--- src/rtl/log_mul_feeder.sv ---
// Control and issue stage for the log-scale float16 multiplier: streams LUT beats in, then issues tagged operand pairs.
// Optional build macro LOG_MUL_FEEDER_LUT_CHECKSUM_EN adds the lut_checksum port and lut_err checking.
module log_mul_feeder #(
    parameter int FLOAT_LEN = 16,
    parameter int MANT_LEN  = 10,
    parameter int LUT_SIZE  = 128,
    parameter int MUL_LAT   = 4,
    parameter int TAG_W     = 4
) (
    input  logic                 clk,
    input  logic                 rst_n,
    input  logic                 load_start,
    input  logic                 src_valid,
    output logic                 src_ready,
    input  logic [MANT_LEN-1:0]  src_log2,
    input  logic [FLOAT_LEN-1:0] src_exp2,
    output logic                 lut_wr_en,
    output logic [MANT_LEN-1:0]  log2_lut_data_out,
    output logic [FLOAT_LEN-1:0] exp2_lut_data_out,
    output logic                 load_done,
`ifdef LOG_MUL_FEEDER_LUT_CHECKSUM_EN
    input  logic [15:0]          lut_checksum,
`endif
    input  logic                 in_valid,
    output logic                 in_ready,
    input  logic [FLOAT_LEN-1:0] in_a,
    input  logic [FLOAT_LEN-1:0] in_b,
    input  logic [TAG_W-1:0]     in_tag,
    output logic [FLOAT_LEN-1:0] mul_a,
    output logic [FLOAT_LEN-1:0] mul_b,
    input  logic [FLOAT_LEN-1:0] mul_result,
    output logic                 out_valid,
    output logic [FLOAT_LEN-1:0] out_result,
    output logic [TAG_W-1:0]     out_tag,
    output logic                 lut_err
);

    localparam int CNT_W = $clog2(LUT_SIZE) + 1;

    typedef enum logic [1:0] {
        IDLE = 2'd0,
        LOAD = 2'd1,
        RUN  = 2'd2
    } state_t;

    state_t             state;
    state_t             state_next;
    logic [CNT_W-1:0]   cnt;
    logic               beat;
    logic               last_beat;
    logic               accept;
    logic               run_ok;
    logic [MUL_LAT:0]   vld_pipe;
    logic [TAG_W-1:0]   tag_pipe [MUL_LAT+1];

    assign beat      = src_valid && src_ready;
    assign last_beat = beat && (cnt == CNT_W'(LUT_SIZE - 1));
    assign accept    = in_valid && in_ready;

    // NOTE: sequential state uses non-blocking (<=) so every register samples pre-edge values.
    always_ff @(posedge clk or negedge rst_n) begin
        if (!rst_n) begin
            state <= IDLE;
        end else begin
            state <= state_next;
        end
    end

    // NOTE: default assignment first in every always_comb so no path infers a latch.
    always_comb begin
        state_next = state;
        case (state)
            IDLE:    if (load_start) state_next = LOAD;
            LOAD:    if (last_beat)  state_next = RUN;
            RUN:     state_next = RUN;
            default: state_next = IDLE;
        endcase
    end

    always_comb begin
        src_ready = 1'b0;
        in_ready  = 1'b0;
        load_done = 1'b0;
        case (state)
            LOAD: src_ready = 1'b1;
            RUN: begin
                load_done = 1'b1;
                in_ready  = run_ok;
            end
            default: ;
        endcase
    end

    // LUT write port: one registered strobe per accepted beat, data held between beats.
    // NOTE: data registers are reset too, since they drive module outputs that must read 0 out of reset.
    always_ff @(posedge clk or negedge rst_n) begin
        if (!rst_n) begin
            cnt               <= '0;
            lut_wr_en         <= 1'b0;
            log2_lut_data_out <= '0;
            exp2_lut_data_out <= '0;
        end else begin
            lut_wr_en <= beat;
            if (beat) begin
                cnt               <= cnt + 1'b1;
                log2_lut_data_out <= src_log2;
                exp2_lut_data_out <= src_exp2;
            end
        end
    end

`ifdef LOG_MUL_FEEDER_LUT_CHECKSUM_EN
    logic [15:0] csum;
    logic [15:0] csum_next;
    logic        err_q;

    assign csum_next = csum + 16'(src_log2) + 16'(src_exp2);

    // The final beat's contribution is folded in on the same edge that enters RUN.
    always_ff @(posedge clk or negedge rst_n) begin
        if (!rst_n) begin
            csum  <= '0;
            err_q <= 1'b0;
        end else begin
            if (beat) csum <= csum_next;
            if (last_beat && (csum_next != lut_checksum)) err_q <= 1'b1;
        end
    end

    assign lut_err = err_q;
    assign run_ok  = !err_q;
`else
    assign lut_err = 1'b0;
    assign run_ok  = 1'b1;
`endif

    // Operand registers carry zero in cycles with no issue.
    always_ff @(posedge clk or negedge rst_n) begin
        if (!rst_n) begin
            mul_a <= '0;
            mul_b <= '0;
        end else begin
            mul_a <= accept ? in_a : '0;
            mul_b <= accept ? in_b : '0;
        end
    end

    // Valid/tag shadow of the multiplier pipeline; entry MUL_LAT lines up with mul_result.
    always_ff @(posedge clk or negedge rst_n) begin
        if (!rst_n) begin
            vld_pipe <= '0;
            for (int i = 0; i <= MUL_LAT; i++) tag_pipe[i] <= '0;
        end else begin
            vld_pipe    <= {vld_pipe[MUL_LAT-1:0], accept};
            tag_pipe[0] <= in_tag;
            for (int i = 1; i <= MUL_LAT; i++) tag_pipe[i] <= tag_pipe[i-1];
        end
    end

    assign out_valid  = vld_pipe[MUL_LAT];
    assign out_tag    = tag_pipe[MUL_LAT];
    assign out_result = mul_result;

endmodule

--- config.mk ---
export PLATFORM = sky130hd
export DESIGN_NAME = log_mul_feeder
export DESIGN_NICKNAME = d
export VERILOG_FILES = /design/src/rtl/log_mul_feeder.sv
export SDC_FILE = /design/constraint.sdc
export NUM_CORES = 1
export LEC_CHECK = 0
export CORE_ASPECT_RATIO = 0.5
export CORE_MARGIN = 3
export CORE_UTILIZATION = 43
export DETAILED_ROUTE_END_ITERATION = 6
export PLACE_DENSITY_LB_ADDON = 0.15
export SYNTH_ARGS = -nofsm -noshare
export SYNTH_HDL_FRONTEND = slang
export SYNTH_SLANG_ARGS = --single-unit
--- constraint.sdc ---
create_clock -name clk -period 3.9 [get_ports clk]
set_input_delay 0.39 -clock clk [delete_from_list [all_inputs] [get_ports clk]]
set_output_delay 0.39 -clock clk [all_outputs]
set_load 0.005 [all_outputs]
### Word-level counts from Yosys, hierarchy flattened

Cells that the tools add are included.

| word-level totals | value |
|---|---|
| bits of input ports | 83 |
| word-level logic and storage cells | 31 |
| register bits | 94 |
| output and inout port bits | 84 |

| cells by class | value |
|---|---|
| reductions and logical operators | 5 |
| mux-type cells | 7 |
| equal/unequal tests | 5 |
| add/subtract/negate cells | 1 |

Operator list:

| cell | number |
|---|---|
| $mux 16 | 2 |
| $add 8x1->8 const B | 1 |
| $eq 8x7->1 const B | 1 |
| $pmux 2 s3 | 1 |
| $mux 2 | 2 |
| $ne 2x2->1 const B | 2 |
| $logic_and 1x1->1 | 3 |
| $eq 2x1->1 const B | 1 |
| $eq 2x2->1 const B | 1 |
| $logic_not 2->1 | 1 |
| $mux 1 | 2 |
| $reduce_and 2->1 | 1 |

### Longest topological paths before layout

| logic depth | value |
|---|---|
| depth after elaboration | 6 |
| gate-level depth with buffers | 7 |
| depth with buffers taken out | 6 |

### Worst setup path after synthesis

No wires, ideal clock.

| timing path | value |
|---|---|
| kind | register to register |
| from | register state[1] |
| to | register exp2_lut_data_out[0] |
| cell stages (with the launch flop) | 7 |
| path slack | 2374 ps |
| setup time | 125 ps |
| arrival | 1401 ps |
| period minus slack after synthesis | 1526 ps |
| buffers on the path | 1 |
| required time | 3775 ps |
| cell sequence | dfrtp_1 -> inv_1 -> ha_1 -> nand2_1 -> inv_2 -> buf_6 -> mux2_2 |

| between the ends | value |
|---|---|
| cells in the longest elaborated chain, start to end | 3 |

Ends and longest elaborated chain:

| what | line | RTL |
|---|---|---|
| start, declared | 46 | `state_t state;` |
| start signal, assigned | 65 | `state <= state_next;` |
| $eq 2x1->1 | 84 | `case (state)` |
| $mux 1 | 84 |  |
| net src_ready | 14 | `output logic src_ready,` |
| $logic_and 1x1->1 | 56 | `assign beat = src_valid && src_ready;` |
| end signal, assigned | 107 | `exp2_lut_data_out <= src_exp2;` |
| end, declared | 19 | `output logic [FLOAT_LEN-1:0] exp2_lut_data_out,` |

The timed path passes the listed nets, and every way through them passes these cells.
A chain may end at the register's enable or synchronous reset.

### Final worst setup path

| timing path | value |
|---|---|
| from | register state[0] |
| to | output in_ready |

| between the ends | value |
|---|---|
| cells in the longest elaborated chain, start to end | 2 |

Ends and longest elaborated chain:

| what | line | RTL |
|---|---|---|
| $eq 2x2->1 | 84 |  |
| $mux 1 | 84 |  |
| end, declared | 25 | `output logic in_ready,` |

Every way passes these cells.

==> key figures <==
Clock tree
  – Clock tree from TritonCTS: yes
  – Setup Buffers After CTS: 0
  – Worst-path clk slew: about 0.06 ns
  – Root Driver: clkbuf_16
  – CTS resizes: 0
  – Clock Tree Buf Depth: 2
  – H-tree depth: 3
  – TritonCTS Buffers: 9
  – Sink Count: 94
  – Clk_lat worst skew: 0.33 ns
  – Hold_buf cts: 0

Synth
  – Synth unique cells: 26
  – Top cell type by total area after synthesis: dfrtp_1
  – XOR/XNOR Fraction of Synth Area: roughly 1.8%
  – Top cell type's share of synthesized area: between 70% and 80%
  – Adder-cell share of the synthesized area: between 1 and 1.5%
  – Synth top area cells: dfrtp_1, mux2_2, and3_1, buf_4, ha_1
  – Synthesized area: around 3300 um^2
  – Post-Syn Instances: around 220
  – Main combinational cell family by area after synthesis: multiplexers
  – Seq/Total Area, Yosys: 70.4%
  – Flops & latches, synth: 94
  – Syn Nets: 308
  – Synth Area in Simple Gates: under 10%
  – Mean post-synth cell area: 15.1 um^2
  – Mux contribution to synthesized area: about 9%
  – Post-synthesis compound-gate area fraction: between 1 and 1.5%
  – Yosys warns: 0

Min path
  – Hold Crit Class: input port to async pin

Layout
  – Fin cells: approximately 440
  – Design area: roughly 5000 um^2
  – Antenna diodes: 0
  – Most frequent cells in the layout: clkdlybuf4s50_1, dfrtp_1, and3_1
  – Commonest non-fill, non-tap cell in the layout: clkdlybuf4s50_1
  – Layout cells sized above 1: 14.1%
  – Synth-to-layout area growth: 46.1%
  – NumNets Final: between 400 and 500

Routing
  – # DRC: 0
  – First-pass DRT Iterations: 4
  – DR vias: between 2000 and 2500
  – Vias per std cell: approximately 4.7
  – Routed len/inst: about 15 um
  – Iteration-0 DRC Markers: 57
  – ANT nets after route: 0
  – Total Wirelength: around 6600 um

Worst setup path
  – Crit-path cells: inv_1 > ha_1 > buf_4 > clkdlybuf4s50_1
  – Reg2reg start: state[1]$_DFFE_PN0P_
  – Reg-to-reg setup timing slack: 1.93 ns
  – CP Data Arrival Time: between 1.5 and 2 ns
  – CP startpoint: state[0]$_DFFE_PN0P_
  – Critical path type: flip-flop to primary output
  – R2r worst-path depth: 5
  – Required time of the critical path: around 3.5 ns
  – Critical path peak fanout: 35
  – Slowest CP cell: clkdlybuf4s50_1
  – Startpoint Class: flip-flop
  – Crit end category: primary output
  – CP max stage delay: roughly 0.56 ns
  – Crit Reg-Reg Endpoint: exp2_lut_data_out[10]$_DFFE_PN0P_
  – Setup crit end: in_ready

STA
  – Final worst setup slack: approximately 1.7 ns
  – Final setup vio count: 0
  – Final slew viol count: 0
  – Min Tclk post-route: 2.23 ns
  – Max transition margin: around 46%
  – Achievable Freq: around 0.45 GHz
  – Hold Vio Cnt, Final: 0
  – Final Cycle Share: 57.1%
  – Worst clock skew: roughly 0.0061 ns
  – Final TNS setup: 0 ns
  – Worst-margin pin slew: about 0.8 ns
  – RSZ-0062 raised after global routing: false

Floorplan
  – Die X: between 100 and 150 um
  – Starting Density: between 40 and 50%
  – Die Y: roughly 70 um
  – Placeable Area: ~7400 um^2
  – Row cnt: 22
  – I/O pins: 167
  – Full die area: ~8900 um^2

GRT
  – Total track usage: between 10% and 20%
  – Total overflow reported by the global router: 0
  – Antenna violations before repair: 0
  – Vias in the first global route: ~2100
  – First-pass GRT wire length: around 10000 um
  – Largest net degree at the start of global routing: 69

Placed design
  – Dpl ws: between 1.5 and 2 ns
  – PortBufs: 133
  – Placement Cell Area: between 4000 and 5000 um^2
  – Routability cong.: between 0.7 and 0.8
  – Detailed Place HPWL: 4700 um
  – Dpl cells: approximately 420

Pwr
  – Static Leak: 2.28 nW
  – Power per cell area: around 640 nW/um^2
  – Maximum vdd drop: about 0.26 mV

Status
  – Status: completed

Job
  – Max_cap viols: 0
[state kept, by name, indices dropped and copies added, names as in the netlist]
register	count
cnt	8
exp2_lut_data_out	16
log2_lut_data_out	10
lut_wr_en	1
mul_a	16
mul_b	16
out_tag	4
state	2
tag_pipe	16
vld_pipe	5
[logic make-up after synthesis]
group | count (synthesis)
AO/OA/AOI/OAI | 5
XOR/XNOR | 7
adder cells (fa/ha/maj) | 4
buffers and inverters | 35
flip-flops | 94
multiplexers | 27
other | 1
AND/OR/NAND/NOR | 48
[Yosys cell counts]
library cell	instances
a211oi_1	1
a311o_1	1
and2_1	1
and3_1	32
and3_2	1
buf_4	22
buf_6	3
clkbuf_1	6
conb_1	1
dfrtp_1	94
ha_1	4
inv_1	3
inv_2	1
mux2_2	27
nand2_1	3
nand2b_1	1
nand3_1	1
nand4_1	2
nand4_2	1
nand4b_1	1
nor2_1	3
nor3_1	2
o211a_1	2
o21ai_0	1
xnor2_1	4
xor2_1	3
[where the power goes]
group | total (W) | switching [W] | internal (W)
Combinational | 0.000919 | 0.000312 | 0.000606
Sequential | 0.00134 | 0.000117 | 0.00122
Clock | 0.000855 | 0.000344 | 0.000511
Total | 0.00311 | 0.000773 | 0.00234
[routing by layer]
layer,vias to the layer above,routed length [um],GRT usage [%]
met3,19,752,8.96
met5,-,0,0
met2,94,3250,25.1
met4,0,91,5.77
met1,989,2510,17.0
li1,957,-,-
[metrics by stage]
step	utilization, %	hold WS (ns)	power [W]
2_1_floorplan	-	0.0944	0.00173
3_3_place_gp	61.7	0.332	0.00225
3_5_place_dp	61.7	0.335	0.00229
4_1_cts	65.7	0.182	0.00317
5_1_grt	65.7	0.217	0.00330
6_report	65.7	0.148	0.00311
[final cells by class]
type | count | area [um^2]
tap | 96 | 120
fill | 559 | 2550
sequential | 94 | 2350
multi-input combinational | 92 | 753
clock inverter | 5 | 58.8
clock buffer | 10 | 239
timing repair buffer | 135 | 1340
inverter | 4 | 15.0
[how the worst min path moves through the flow]
stage                                 startpoint                                end
after floorplan                            rst_n                 cnt[0]$_DFFE_PN0P_
after global placement    tag_pipe[11]$_DFF_PN0_              tag_pipe[7]$_DFF_PN0_
after detailed placement   tag_pipe[6]$_DFF_PN0_               out_tag[2]$_DFF_PN0_
after CTS                                  rst_n  exp2_lut_data_out[11]$_DFFE_PN0P_
after global routing                       rst_n  exp2_lut_data_out[11]$_DFFE_PN0P_
final                                      rst_n  exp2_lut_data_out[12]$_DFFE_PN0P_
[worst max-delay path: cells and delay by family, from the launching register on]
kind                       cells  cell delay, ns
buffers and inverters          3            0.94
DFF                            1            0.39
adders and majority gates      1            0.16
No activity file was read; power rests on OpenSTA's default activity.
